`src/rtl/floor_pkg.sv`:
```
// Shared floor geometry, coordinate type and collision FSM states used by the
// floor controller and floor_collision.
package floor_pkg;

  localparam int unsigned NUM_FLOORS = 5;
  localparam int unsigned FLOOR_W    = 90;
  localparam int unsigned FLOOR_H    = 20;
  localparam int unsigned IDX_W      = 3;

  typedef logic [9:0] coord_t;

  typedef enum logic [1:0] {
    IDLE,
    SCAN,
    COMMIT
  } state_t;

endpackage

```
`src/rtl/floor_hit_check.sv`:
```
// Combinational test of one floor against the player: horizontal overlap and
// player bottom within [floor top, floor top + LAND_TOL]. 11-bit, no wrap.
module floor_hit_check
  import floor_pkg::*;
#(
  parameter int unsigned PLAYER_W = 16,
  parameter int unsigned PLAYER_H = 24,
  parameter int unsigned LAND_TOL = 4
) (
  input  coord_t i_floor_x,
  input  coord_t i_floor_y,
  input  coord_t i_player_x,
  input  coord_t i_player_y,
  output logic   o_hit
);

  logic [10:0] w_player_r;
  logic [10:0] w_player_b;
  logic [10:0] w_floor_r;
  logic [10:0] w_floor_tol;
  logic        w_overlap;
  logic        w_vertical;

  assign w_player_r  = {1'b0, i_player_x} + 11'(PLAYER_W);
  assign w_player_b  = {1'b0, i_player_y} + 11'(PLAYER_H);
  assign w_floor_r   = {1'b0, i_floor_x} + 11'(FLOOR_W);
  assign w_floor_tol = {1'b0, i_floor_y} + 11'(LAND_TOL);

  assign w_overlap  = (w_player_r > {1'b0, i_floor_x}) && ({1'b0, i_player_x} < w_floor_r);
  assign w_vertical = ({1'b0, i_floor_y} <= w_player_b) && (w_player_b <= w_floor_tol);
  assign o_hit      = w_overlap && w_vertical;

endmodule

```
`src/rtl/floor_collision.sv`:
```
// Per-frame floor landing detector: snapshots floors and player on a frame
// edge, scans one floor per cycle, then commits on_floor/snap/score/game-over.
module floor_collision
  import floor_pkg::*;
#(
  parameter int unsigned PLAYER_W  = 16,
  parameter int unsigned PLAYER_H  = 24,
  parameter int unsigned LAND_TOL  = 4,
  parameter int unsigned TOP_Y     = 10,
  parameter int unsigned BOTTOM_Y  = 479,
  parameter int unsigned SCORE_MAX = 999
) (
  input  logic             Clk,
  input  logic             Reset,
  input  logic             i_frame_clk,
  input  coord_t           i_floor_x [NUM_FLOORS],
  input  coord_t           i_floor_y [NUM_FLOORS],
  input  coord_t           i_player_x,
  input  coord_t           i_player_y,
  output logic             o_on_floor,
  output logic [IDX_W-1:0] o_floor_idx,
  output coord_t           o_snap_y,
  output logic             o_result_valid,
  output logic [9:0]       o_score,
  output logic             o_game_over,
  output logic             o_busy
);

  state_t           r_state;
  state_t           w_state_next;
  logic             r_frame_clk_d;
  logic             w_edge;

  coord_t           r_fx [NUM_FLOORS];
  coord_t           r_fy [NUM_FLOORS];
  coord_t           r_px;
  coord_t           r_py;
  logic [IDX_W-1:0] r_idx;
  logic             r_hit_any;
  logic [IDX_W-1:0] r_hit_idx;
  logic             r_prev_on;
  logic [IDX_W-1:0] r_prev_idx;

  logic             r_on_floor;
  logic [IDX_W-1:0] r_floor_idx;
  coord_t           r_snap_y;
  logic             r_result_valid;
  logic [9:0]       r_score;
  logic             r_game_over;

  logic             w_hit;
  logic             w_last;
  logic             w_new_land;
  logic [10:0]      w_snap_full;
  logic [10:0]      w_pb;
  logic             w_dead;

  assign w_edge = i_frame_clk & ~r_frame_clk_d;
  assign w_last = (r_idx == IDX_W'(NUM_FLOORS - 1));

  floor_hit_check #(
    .PLAYER_W (PLAYER_W),
    .PLAYER_H (PLAYER_H),
    .LAND_TOL (LAND_TOL)
  ) u_hit (
    .i_floor_x  (r_fx[r_idx]),
    .i_floor_y  (r_fy[r_idx]),
    .i_player_x (r_px),
    .i_player_y (r_py),
    .o_hit      (w_hit)
  );

  always_ff @(posedge Clk) begin
    if (Reset) r_state <= IDLE;
    else       r_state <= w_state_next;
  end

  always_comb begin
    w_state_next = r_state;
    unique case (r_state)
      IDLE:    if (w_edge) w_state_next = SCAN;
      SCAN:    if (w_last) w_state_next = COMMIT;
      COMMIT:  w_state_next = IDLE;
      default: w_state_next = IDLE;
    endcase
  end

  assign w_snap_full = {1'b0, r_fy[r_hit_idx]} - 11'(PLAYER_H);
  assign w_pb        = {1'b0, r_py} + 11'(PLAYER_H);
  assign w_dead      = (r_py <= 10'(TOP_Y)) || (w_pb >= 11'(BOTTOM_Y));
  // A landing counts when arriving from the air or switching to another floor.
  assign w_new_land  = r_hit_any && (!r_prev_on || (r_hit_idx != r_prev_idx));

  always_ff @(posedge Clk) begin
    if (Reset) begin
      r_frame_clk_d  <= 1'b0;
      r_fx           <= '{default: '0};
      r_fy           <= '{default: '0};
      r_px           <= '0;
      r_py           <= '0;
      r_idx          <= '0;
      r_hit_any      <= 1'b0;
      r_hit_idx      <= '0;
      r_prev_on      <= 1'b0;
      r_prev_idx     <= '0;
      r_on_floor     <= 1'b0;
      r_floor_idx    <= '0;
      r_snap_y       <= '0;
      r_result_valid <= 1'b0;
      r_score        <= '0;
      r_game_over    <= 1'b0;
    end else begin
      r_frame_clk_d  <= i_frame_clk;
      r_result_valid <= 1'b0;
      unique case (r_state)
        IDLE: begin
          if (w_edge) begin
            r_fx      <= i_floor_x;
            r_fy      <= i_floor_y;
            r_px      <= i_player_x;
            r_py      <= i_player_y;
            r_idx     <= '0;
            r_hit_any <= 1'b0;
            r_hit_idx <= '0;
          end
        end
        SCAN: begin
          // First hit locks the accumulator, so the lowest index wins.
          if (w_hit && !r_hit_any) begin
            r_hit_any <= 1'b1;
            r_hit_idx <= r_idx;
          end
          r_idx <= r_idx + 1'b1;
        end
        COMMIT: begin
          r_result_valid <= 1'b1;
          r_on_floor     <= r_hit_any;
          if (r_hit_any) begin
            r_floor_idx <= r_hit_idx;
            r_snap_y    <= w_snap_full[9:0];
          end
          if (!r_game_over && w_new_land && (r_score < 10'(SCORE_MAX))) begin
            r_score <= r_score + 1'b1;
          end
          r_prev_on  <= r_hit_any;
          r_prev_idx <= r_hit_idx;
          if (w_dead) r_game_over <= 1'b1;
        end
        default: ;
      endcase
    end
  end

  assign o_on_floor     = r_on_floor;
  assign o_floor_idx    = r_floor_idx;
  assign o_snap_y       = r_snap_y;
  assign o_result_valid = r_result_valid;
  assign o_score        = r_score;
  assign o_game_over    = r_game_over;
  assign o_busy         = (r_state != IDLE);

endmodule

```
`config.mk`:
```
export PLATFORM = sky130hd
export DESIGN_NAME = floor_collision
export DESIGN_NICKNAME = d
export VERILOG_FILES = /design/src/rtl/floor_pkg.sv /design/src/rtl/floor_hit_check.sv /design/src/rtl/floor_collision.sv
export SDC_FILE = /design/constraint.sdc
export NUM_CORES = 1
export LEC_CHECK = 0
export CAP_MARGIN = 30
export CORE_MARGIN = 2
export CORE_UTILIZATION = 48
export CTS_CLUSTER_DIAMETER = 60
export CTS_CLUSTER_SIZE = 12
export DETAILED_ROUTE_END_ITERATION = 10
export PLACE_DENSITY = 0.74
export SLEW_MARGIN = 10
export SYNTH_ARGS = -nofsm -noshare
export SYNTH_HDL_FRONTEND = slang
export SYNTH_SLANG_ARGS = --single-unit
```
`constraint.sdc`:
```
create_clock -name Clk -period 3.4 [get_ports Clk]
set_clock_uncertainty 0.05 [all_clocks]
set_input_delay 0.51 -clock Clk [delete_from_list [all_inputs] [get_ports Clk]]
set_output_delay 0.51 -clock Clk [all_outputs]
set_load 0.01 [all_outputs]
```
---- After elaboration in Yosys (flattened, before gate mapping) ----
Index checks and enable logic that the tools add are counted.
word-level totals
  flip-flop bits (word level) ............. 159
  input port bits ......................... 123
  output and inout port bits .............. 27
  logic and storage cells ................. 93
cells by class
  add/subtract/negate cells ............... 7
  magnitude comparators ................... 9
  equality and inequality tests ........... 7
  multiplexer cells ....................... 20
  bitwise gates (word level) .............. 4
  reductions and logical operators ........ 22
operator list
  kind                                                                 number
  binary-select mux 10 bit (select 3 bit)                              3
  two-way mux 10 bit                                                   6
  adder 10 x 5 -> 11 bit (second input constant)                       2
  case mux 3 bit (2 select lines)                                      2
  AND reduction 2 bit                                                  6
  adder 10 x 3 -> 11 bit (second input constant)                       1
  adder 10 x 7 -> 11 bit (second input constant)                       1
  greater-or-equal comparator 11 x 9 -> 1 bit (second input constant)  1
  greater-than comparator 11 x 10 -> 1 bit                             1
  less-or-equal comparator 10 x 11 -> 1 bit                            1
  less-or-equal comparator 11 bit                                      1
  less-than comparator 10 x 11 -> 1 bit                                1
  adder 10 x 1 -> 10 bit (second input constant)                       1
  less-or-equal comparator 10 x 4 -> 1 bit (second input constant)     1
  less-than comparator 10 bit (second input constant)                  1
  subtractor 10 x 5 -> 10 bit (second input constant)                  1
  greater-or-equal comparator 4 bit (second input constant)            2
  inverter 3 -> 4 bit                                                  2
  logical AND 1 bit                                                    7
  two-way mux 3 bit                                                    2
  inequality test 2 bit (second input constant)                        3
  two-way mux 2 bit                                                    2
  case mux 2 bit (2 select lines)                                      1
  nonzero test 2 bit                                                   2
  other kinds (13)                                                     18

---- Depth between registers and ports, before layout ----
Gate-level depths: netlist of run 1.
  depth in word-level cells ............... 11
  mapped depth ............................ 18

---- Modules after synthesis ----
Synthesis of run 1 repeated with hierarchy kept, for this count alone.
unflattened totals
  cells, all modules ...................... 1080
  area, all modules ....................... 8441.8 µm²
modules (own cells, without submodules)
  module           times used  cells an instance  area each (µm²)  sequential area each (µm²)
  floor_collision  1           898                7054.3           3183.1
  floor_hit_check  1           182                1387.6           0.0

---- Worst setup path before layout of run 1 ----
Ideal clock, no wire load.
  kind .................................... flip-flop to flip-flop
  from .................................... register r_idx[0]
  to ...................................... register r_hit_idx[0]
  library setup time ...................... 0.072 ns
  arrival time ............................ 3.484 ns
  data required time ...................... 3.278 ns
  setup slack ............................. -0.206 ns
  stages on the path, launching flop included .. 19
  period minus slack after synthesis ...... 3.606 ns
  path through ............................ dfxtp_1 -> buf_6 -> buf_12 -> buf_6 -> buf_2 -> mux2i_1 -> o22a_1 -> inv_1 -> ha_1 -> nor2_1 -> o21ai_0 -> nand2_1 -> xnor2_1 -> ha_1 -> and3_1 -> a221o_1 -> o211a_1 -> a211oi_4 -> mux2i_1
on the way
  longest elaborated chain between the ends .. 11
  elaborated cells between the ends (all ways) .. 21
ends and longest elaborated chain
  what                                                                                             RTL line                                      text
  from (decl)                                                                                      floor_collision.sv:38                         logic [IDX_W-1:0] r_idx;
  from (signal assigned)                                                                           floor_collision.sv:133                        r_idx <= r_idx + 1'b1;
  inverter 3 -> 4 bit (not written as such)                                                        floor_collision.sv:66, floor_collision.sv:67
  binary-select mux 10 bit (select 3 bit), on equally long branches                                floor_collision.sv:66, floor_collision.sv:67
  two-way mux 10 bit, on equally long branches (2 in series)                                       floor_collision.sv:66, floor_collision.sv:67
  adder 10 x 7 -> 11 bit / adder 10 x 3 -> 11 bit (equally long branches)                          floor_hit_check.sv:26, floor_hit_check.sv:27
  less-than comparator 10 x 11 -> 1 bit / less-or-equal comparator 11 bit (equally long branches)  floor_hit_check.sv:29, floor_hit_check.sv:30
  logical AND 1 bit, on equally long branches                                                      floor_hit_check.sv:29, floor_hit_check.sv:30
  logical AND 1 bit                                                                                floor_hit_check.sv:31                         assign o_hit = w_overlap && w_vertical;
  logical AND 1 bit                                                                                floor_collision.sv:129                        if (w_hit && !r_hit_any) begin
  inequality test 2 bit (no source line)                                                           --
  AND reduction 3 bit (no source line)                                                             --
  to (signal assigned)                                                                             floor_collision.sv:131                        r_hit_idx <= r_idx;
  to (decl)                                                                                        floor_collision.sv:40                         logic [IDX_W-1:0] r_hit_idx;
Parallel ways exist; a longest one is shown, timed or not. The select of a mux whose other input is x is not followed.
A chain may end at the register's enable or synchronous reset.

---- Worst setup path in the final report of run 1 ----
  from .................................... register r_idx[0]
  to ...................................... register r_hit_idx[2]
on the way
  longest elaborated chain between the ends .. 11
  elaborated cells between the ends (all ways) .. 19
ends and longest elaborated chain
  what                                                                                             RTL line
  inverter 3 -> 4 bit (not written as such) *                                                      floor_collision.sv:66, floor_collision.sv:67
  binary-select mux 10 bit (select 3 bit), on equally long branches                                floor_collision.sv:66, floor_collision.sv:67
  two-way mux 10 bit, on equally long branches (2 in series)                                       floor_collision.sv:66, floor_collision.sv:67
  adder 10 x 7 -> 11 bit / adder 10 x 3 -> 11 bit (equally long branches)                          floor_hit_check.sv:26, floor_hit_check.sv:27
  less-than comparator 10 x 11 -> 1 bit / less-or-equal comparator 11 bit (equally long branches)  floor_hit_check.sv:29, floor_hit_check.sv:30
  logical AND 1 bit, on equally long branches                                                      floor_hit_check.sv:29, floor_hit_check.sv:30
  logical AND 1 bit *                                                                              floor_hit_check.sv:31
  logical AND 1 bit *                                                                              floor_collision.sv:129
  inequality test 2 bit (no source line) *                                                         --
  AND reduction 3 bit (no source line) *                                                           --
Mark *: on every way between the ends. The rest lies on a longest branch, timed or not. The select of a mux whose other input is x is not followed.

==> results of run 1 <==
## placed cells by master, fill, tap and decap left out, types with 7 or more instances in the layout
master,instances
o21a_1,7
a21oi_1,155
dfxtp_1,157
mux2i_1,20
clkbuf_16,17
a31oi_1,8
ha_1,46
xor2_1,12
nand2_1,289
and3_1,7
xnor2_1,18
nor2_1,38
nand3_1,17
clkdlybuf4s50_1,148
o21ai_0,11
a22o_1,11
nor3_1,9
buf_4,82
mux4_2,20
inv_1,30
## per-layer routing
layer / track usage (%) / vias up / routed length [um]
met5: 0 / - / 0
met3: 4.415 / 30 / 1274
met2: 41.74 / 246 / 11300
li1: - / 3994 / -
met1: 36.84 / 3823 / 11550
met4: 8.419 / 0 / 342
## worst paths after layout
check        cells past startpoint                           to  slack (ps)                        start
max reg2reg                     14    r_hit_idx[2]$_SDFFE_PP0P_        -140        r_idx[0]$_SDFFE_PP0P_
min                              2  o_floor_idx[2]$_SDFFE_PP0P_         400  o_floor_idx[2]$_SDFFE_PP0P_
min reg2reg                      2  o_floor_idx[2]$_SDFFE_PP0P_         400  o_floor_idx[2]$_SDFFE_PP0P_
max                             14    r_hit_idx[2]$_SDFFE_PP0P_        -140        r_idx[0]$_SDFFE_PP0P_
## area by class of cell
class | instances | area, sq um | share of cell area (%)
clock inverter | 13 | 170.2 | 1.478
inverter | 32 | 120.1 | 1.043
timing repair buffer | 239 | 2232 | 19.39
sequential | 159 | 3188 | 27.70
multi-input combinational | 788 | 5076 | 44.10
tap | 225 | 281.5 | 2.446
clock buffer | 19 | 442.9 | 3.848
## synthesized netlist by cell type (3+ instances only)
cell type  instances  share of area, %
xor2_1            13               1.3
or3_1              4              0.29
inv_1             32               1.4
a22oi_2            4              0.59
nor2_1            40               1.8
nand3_1           18               1.1
and3_1             7              0.51
dfxtp_1          159                37
clkbuf_1          43               1.9
mux2i_1           22               2.6
a211oi_1           6              0.53
nand4_1            6              0.44
o211ai_1           5              0.44
nand2_1          290                13
o21a_1             7              0.62
o22a_1             4              0.41
a22o_1            11               1.1
a221oi_1           3              0.31
o22ai_1            3              0.22
nand2b_1           3              0.22
nor3_2             3              0.35
buf_2             16              0.94
a31oi_1            9              0.66
o21ai_0           14              0.82
a21oi_1          155               9.1
a22oi_1            3              0.26
mux4_2            18               4.8
xnor2_1           22               2.3
nor3_1             9              0.53
and2_1             4              0.29
and4_1             3              0.31
a21o_1             6              0.53
ha_1              49               7.2
nor2b_1            4              0.29
nor4_1             3              0.22
## worst min-delay path, delay by kind of cell (launching register included)
family | cells | cell delay [ps]
DFF | 1 | 310
AOI/OAI and AO/OA | 1 | 50
and+or+nand+nor | 1 | 50
## cells by family after synthesis
group / after synthesis
AOI/OAI and AO/OA: 250
muxes: 44
adders and majority gates: 49
DFF: 159
and+or+nand+nor: 410
xor gates and xnor gates: 35
buffers and inverters: 97
## report_power, final
part	switching (uW)	internal (uW)
sequential	92.8	1950
clock	856	1130
combinational	462	500
total	1410	3590
## through the flow
| stage | utilization (%) | TNS, ps |
|---|---|---|
| global placement | 61.14 | -595.0 |
| floorplan | - | -64.32 |
| detailed placement | 61.14 | -829.3 |
| global route | 66.32 | -1163 |
| CTS | 65.25 | -299.8 |
| finish | 66.32 | -493.2 |
## registers in the layout, indices dropped and copies added (netlist names)
signal,cells
r_fx,50
r_fy,50
o_score,10
o_snap_y,10
r_px,10
r_py,10
o_floor_idx,3
r_hit_idx,3
r_idx,3
r_prev_idx,3
r_state,2
o_game_over,1
o_on_floor,1
o_result_valid,1
r_frame_clk_d,1
r_hit_any,1
## repair_timing
item | CTS | global route
setup endpoints to repair | 4 | 4
pin swaps | 10 | 25
gates resized for setup | 18 | 23
buffers inserted | 7 | 9
==> reports/results.txt, run 1 <==
Slowest-stage cell, CP: mux4_2
Final setup violation count: 4
Number of vias per cell: 5.487
Post-synth top flop: dfxtp_1
Largest family of logic cells by synthesized area: simple AND/OR/NAND/NOR gates
Pwr Total: 4998 uW
Syn_nets: 1,216
Worst stage delay on the critical path: 490 ps
Die height: 137.3 um
Share of the clock period used by the worst path: 104.1%
Failing checks: negative setup slack
EDFF count, synth: 0
Initial antenna violation count: 0
Adder-cell share of the synthesized area: 7.189%
Hold WS: 404.5 ps
Total Routing Usage GR: 26.41%
First-pass GRT wire length: 38.65 mm
Worst EP required: 3720 ps
Maximum number of pins on one net before global-route repair: 72
Core area: 17,360 sq um
Routed Antenna Nets: 0
Iteration count of the initial detailed-routing pass: 5
Worst setup margin: -140.8 ps
Final-stage net count: 1,409
Peak supply drop: 0.0004516 V
Register area share after synthesis: 37.32%
CTS tree: built
CP startpoint kind: flip-flop
Dpl cell area: 10,610 sq um
Area growth, synth to finish: 34.98%
Compound-Gate Fraction of Synth Area: 17.87%
Routability cong.: 0.9394
# clock sinks: 159
Final WL: 24.47 mm
CP top delay family: compound AO/OA/AOI/OAI gates
Pwr dens: 434.2 nW/um^2
Avg WL per Cell: 16.59 um
# DRC: 0
Buffers from clock root to sink, at most: 2
Clk slew on worst S/H paths: 70 ps
Post-DP HPWL: 18.09 mm
Pre-CTS WS: -231.9 ps
Worst hold path type: flip-flop to flip-flop
CTS Root Cell: clkbuf_16
Antenna diodes: 0
Fill count: 1,472
Simple-gate share of the synthesized area: 20.85%
Total die area: 18,850 sq um
RSZ-0062 raised after global routing: yes
Worst-path cell chain: buf_6, mux4_2, a22o_1, ha_2, and4_4, xnor2_2, ha_1, nand4b_1, nor4_2, a21oi_1, o41ai_2, o211ai_1, a211oi_4, mux2i_1
Port Buffers: 149
Async set-or-reset flop fraction in the synthesized netlist: 0%
Vias in the first global route: 7,678
Outcome: finished with violations
Synth Instances: 1,044
Worst skew pair latency: 430 ps
# IOs: 150
Critical path buffer and inverter count: 1
Final min period: 3541 ps
Mux contribution to synthesized area: 8.216%
Final instance area: 11,510 sq um
Max Slew Vio Count: 0
Post-synthesis cell area: 8528 sq um
Tightest Pin Transition: 647.0 ps
Hold Vio Cnt, Final: 0
Synth unique cells: 70
H-tree levels: 4
DP Cell Count: 1,428
Leak pwr: 0.004442 uW
Vias: 8,093
Relative slew slack: 56.87%
Die width: 137.3 um
Max Fclk: 282.4 MHz
Max_cap viols: 0
Crit path arrival time: 3860 ps
Synthesized flop and latch total: 159
CTS Hold Bufs: 0
Critical Path Fanout Max: 7
Initial core utilization: 49.13%
Synth Warn #: 0
Grt ovf: 0
Crit path kind: flip-flop to flip-flop
Core Rows: 48
Layout cell share with drive strength beyond 1: 15.28%
Syn_area_per_cell: 8.169 sq um
CTS Buf Count: 17
Post-route insts no fill: 1,475
Initial DRC count: 574
Critical Path Sink Type: flip-flop
XOR/XNOR Fraction of Synth Area: 3.594%
Note: power is estimated with default switching activity, not from simulation.
==> run 2: changes to the inputs <==
CORE_UTILIZATION = 55   (was 48)
CTS_CLUSTER_SIZE = 14   (was 12)
DONT_BUFFER_PORTS = 1   (was default)
PLACE_DENSITY = 0.7   (was 0.74)
==> reports/results.txt, run 2 (synthesis gave the netlist of run 1 again) <==
Iteration count of the initial detailed-routing pass: 5
CTS Root Cell: clkbuf_16
Area growth, synth to finish: 14.69%
Vias in the first global route: 6,906
Critical Path Sink Type: flip-flop
Most common cell after layout, fill and taps aside: nand2_1
Share of the clock period used by the worst path: 105.3%
Crit path arrival time: 3900 ps
Routability cong.: 0.9733
Port Buffers: 0
Crit path kind: flip-flop to flip-flop
Hold Vio Cnt, Final: 0
DP Cell Count: 1,221
Final WL: 22.44 mm
Worst-path cell chain: buf_6, buf_6, mux4_2, a22o_4, and2_4, and4_4, xnor2_2, ha_1, nand4b_1, nor4_2, a21oi_1, o41ai_2, o211ai_1, a211oi_4, mux2i_1
Routed Antenna Nets: 0
Layout cell share with drive strength beyond 1: 15.19%
Max_cap viols: 0
Total negative slack: -556.1 ps
CP dominant cell by count: buf_6
Max Fclk: 279.2 MHz
# DRC: 0
H-tree levels: 4
Maximum number of pins on one net before global-route repair: 156
CTS tree: built
Critical Path Fanout Max: 5
Final setup violation count: 4
Final instance area: 9781 sq um
CTS Buf Count: 17
Avg WL per Cell: 17.69 um
# IOs: 150
Initial core utilization: 56.10%
Relative slew slack: 62.89%
Max Slew Vio Count: 0
Core Rows: 45
Post-DP HPWL: 15.97 mm
Number of vias per cell: 5.860
Initial antenna violation count: 0
Register area: 3187 sq um
# clock sinks: 159
First-pass GRT wire length: 35.18 mm
Initial DRC count: 631
Final-stage net count: 1,239
Buffers from clock root to sink, at most: 2
Post-route insts no fill: 1,268
Vias: 7,431
Core area: 15,200 sq um
RSZ-0062 raised after global routing: yes
Total Routing Usage GR: 27.13%
Antenna diodes: 0
Die height: 128.5 um
Final min period: 3581 ps
Pre-CTS WS: -285.1 ps
Slowest-stage cell, CP: mux4_2
Worst stage delay on the critical path: 490 ps
Pwr dens: 480.2 nW/um^2
Worst EP required: 3710 ps
CTS Hold Bufs: 0
Die width: 128.5 um
Worst skew pair latency: 440 ps
Dpl cell area: 8906 sq um
Biggest registers after layout: r_fx x50, r_fy x50
Fill count: 1,314
Area occupied by multi-input gates: 5051 sq um
Outcome: finished with violations
Failing checks: negative setup slack
Most frequent cells in the layout: nand2_1 (289), dfxtp_1 (158), a21oi_1 (155)
Worst hold path type: primary input to flip-flop
Hold WS: 94.22 ps
Grt ovf: 0
Total die area: 16,520 sq um
Peak supply drop: 0.0004689 V
Tightest Pin Transition: 555.9 ps
CP startpoint kind: flip-flop
Clk slew on worst S/H paths: 70 ps
Leak pwr: 0.003744 uW
Worst setup margin: -181.1 ps
-- run 2: cell count changes in the layout (fill, tap and decap cells not counted), moves of 2 or more --
cell	before	now
buf_6	4	6
inv_8	3	1
xnor2_1	18	20
buf_4	82	58
clkinvlp_4	1	5
a22o_1	11	9
clkdlybuf4s50_1	148	0
o21ai_0	11	13
o21ai_1	3	1
clkbuf_8	1	3
-- run 2: per-stage QoR --
step,util [%],total power [uW]
4_1_cts,63.48,4695
3_3_place_gp,58.58,2745
2_1_floorplan,-,2587
3_5_place_dp,58.58,2760
5_1_grt,64.34,4890
6_report,64.34,4696
-- run 2: repair_timing --
| item | 4_1_cts | 5_1_grt |
|---|---|---|
| setup endpoints to repair | 4 | 4 |
| pin swaps | 20 | 14 |
| setup buffers | 11 | 3 |
| resized for setup | 20 | 12 |
-- run 2: layout make-up --
type / count / area share (%)
tap: 188 / 2.405
multi-input combinational: 788 / 51.64
inverter: 32 / 1.228
sequential: 159 / 32.58
timing repair buffer: 69 / 6.115
clock buffer: 20 / 4.772
clock inverter: 12 / 1.254
-- run 2: power by group --
| group | total [uW] | switching, uW | internal (uW) |
|---|---|---|---|
| registers | 2040 | 90.0 | 1950 |
| logic | 735 | 391 | 345 |
| clock network | 1920 | 837 | 1080 |
| total | 4700 | 1320 | 3380 |
-- run 2: routing by layer --
metal,track usage [%],share of wire [%],wire length [um]
met1,37.38,46,10270
met2,42.49,46,10410
met3,7.401,6.5,1457
met5,0,0,0
met4,6.969,1.4,304
-- run 2: worst paths after layout --
check,slack (ps),endpoint,from,depth (start not counted)
setup / recovery,-180,r_hit_idx[1]$_SDFFE_PP0P_,r_idx[0]$_SDFFE_PP0P_,15
hold / removal,90,r_fx[28]$_SDFFE_PP0P_,Reset,1
setup reg to reg,-180,r_hit_idx[1]$_SDFFE_PP0P_,r_idx[0]$_SDFFE_PP0P_,15
hold reg to reg,400,r_fx[38]$_SDFFE_PP0P_,r_fx[38]$_SDFFE_PP0P_,2
-- run 2: worst max-delay path: cells and delay by family (launching register included) --
family / cells / cell delay, ps
AO/OA/AOI/OAI: 5 / 930
XOR/XNOR: 1 / 120
adder cells (fa/ha/maj): 1 / 320
buffers and inverters: 2 / 220
flip-flops: 1 / 410
multiplexers: 2 / 750
AND/OR/NAND/NOR: 4 / 720
==> run 3: changes to the inputs <==
CORE_ASPECT_RATIO = 0.5   (was default)
SLEW_MARGIN = default   (was 10)
==> reports/results.txt, run 3 (synthesis gave the netlist of run 1 again) <==
Outcome: finished with violations
Failing checks: negative setup slack
Maximum number of pins on one net before global-route repair: 156
Clk slew on worst S/H paths: 70 ps
Most frequent cells in the layout: nand2_1 (289), dfxtp_1 (158), a21oi_1 (155)
DP Cell Count: 1,239
Layout cell share with drive strength beyond 1: 14.48%
Critical path buffer and inverter count: 1
Worst-path cell chain: buf_12, mux4_2, a22o_1, ha_2, and4_4, xnor2_1, ha_1, a22o_1, o41ai_2, o211ai_1, a211oi_4, mux2i_1
Initial core utilization: 55.76%
Critical Path Sink Type: flip-flop
H-tree levels: 4
Worst stage delay on the critical path: 500 ps
Relative slew slack: 40.61%
CTS Buf Count: 17
# clock sinks: 159
CP startpoint kind: flip-flop
Buffers from clock root to sink, at most: 2
Max_cap viols: 0
Port Buffers: 0
CP top delay family: compound AO/OA/AOI/OAI gates
Max Fclk: 276.6 MHz
Vias in the first global route: 7,239
Slowest-stage cell, CP: mux4_2
Max Slew Vio Count: 0
Met2 WL post-DR: 9.961 mm
Worst EP required: 3710 ps
Final-stage net count: 1,236
Tightest Pin Transition: 890.9 ps
RSZ-0062 raised after global routing: yes
Critical Path Fanout Max: 5
Area growth, synth to finish: 14.00%
Hold WS: 101.5 ps
Final WL: 22.42 mm
Biggest registers after layout: r_fx x50, r_fy x50
Post-route insts no fill: 1,281
CTS Root Cell: clkbuf_16
R2R Setup Slk: -210 ps
Number of vias per cell: 5.857
CP dominant cell by count: a22o_1
Area occupied by multi-input gates: 4984 sq um
CTS tree: built
First-pass GRT wire length: 36.23 mm
Final setup violation count: 4
# IOs: 150
Crit path arrival time: 3920 ps
Iteration count of the initial detailed-routing pass: 7
Antenna diodes: 0
Fill count: 1,329
Register area: 3187 sq um
WL met1: 10.12 mm
CTS Hold Bufs: 0
Grt ovf: 0
Pwr dens: 479.5 nW/um^2
Worst hold path type: primary input to flip-flop
Routed Antenna Nets: 0
Crit path kind: flip-flop to flip-flop
Worst skew pair latency: 430 ps
Core area: 15,290 sq um
Vias: 7,503
Initial DRC count: 465
Avg WL per Cell: 17.50 um
Peak supply drop: 0.0003512 V
Total Routing Usage GR: 27.39%
Worst setup margin: -214.9 ps
Die width: 180.1 um
Routability cong.: 0.9568
Hold Vio Cnt, Final: 0
Initial antenna violation count: 0
Most common cell after layout, fill and taps aside: nand2_1
Post-DP HPWL: 16.09 mm
Top sig layer: met4
Met3 wire len: 1.809 mm
# DRC: 0
Die height: 92.05 um
Final min period: 3615 ps
Leak pwr: 0.003730 uW
Share of the clock period used by the worst path: 106.3%
Total die area: 16,580 sq um
Core Rows: 32
-- run 3: report_power, final --
part           total (uW)  switching [uW]  internal, uW
sequential           2040            87.2          1950
combinational         746             399           347
clock                1870             835          1040
total                4660            1320          3340
-- run 3: stage by stage --
step	instance area, sq um	setup slack (ps)	setup TNS [ps]	util [%]	power, uW
after CTS	9641	-172.4	-506.8	63.03	4656
after global routing	9722	-368.8	-1232	63.56	4860
final	9722	-214.9	-694.0	63.56	4661
after floorplan	8549	-21.44	-64.32	-	2587
after global placement	8954	-167.3	-613.1	58.54	2742
after detailed placement	8954	-310.7	-1063	58.54	2769
-- run 3: worst paths after layout --
kind / to / depth (start not counted) / from
hold / removal: r_frame_clk_d$_SDFF_PP0_ / 1 / Reset
setup / recovery: r_hit_idx[1]$_SDFFE_PP0P_ / 12 / r_idx[0]$_SDFFE_PP0P_
hold reg to reg: r_fx[49]$_SDFFE_PP0P_ / 2 / r_fx[49]$_SDFFE_PP0P_
setup reg to reg: r_hit_idx[1]$_SDFFE_PP0P_ / 12 / r_idx[0]$_SDFFE_PP0P_
-- run 3: timing repair --
item,4_1_cts,5_1_grt
pin swaps,5,6
setup buffers,5,3
setup endpoints to repair,4,4
gates resized for setup,7,10
cloned,1,1
-- run 3: final cells by class --
| type | count | share of cell area [%] |
|---|---|---|
| clock buffers | 18 | 4.517 |
| clock inverters | 14 | 1.403 |
| repair buffers | 66 | 6.178 |
| inverters | 32 | 1.236 |
| flip-flops and latches | 159 | 32.78 |
| well taps | 204 | 2.625 |
| multi-input cells | 788 | 51.26 |
-- run 3: metal layers --
layer	vias to the layer above	global-route usage (%)
met5	-	0
met4	0	9.543
met3	50	8.300
met2	264	43.68
met1	3527	35.47
li1	3662	-
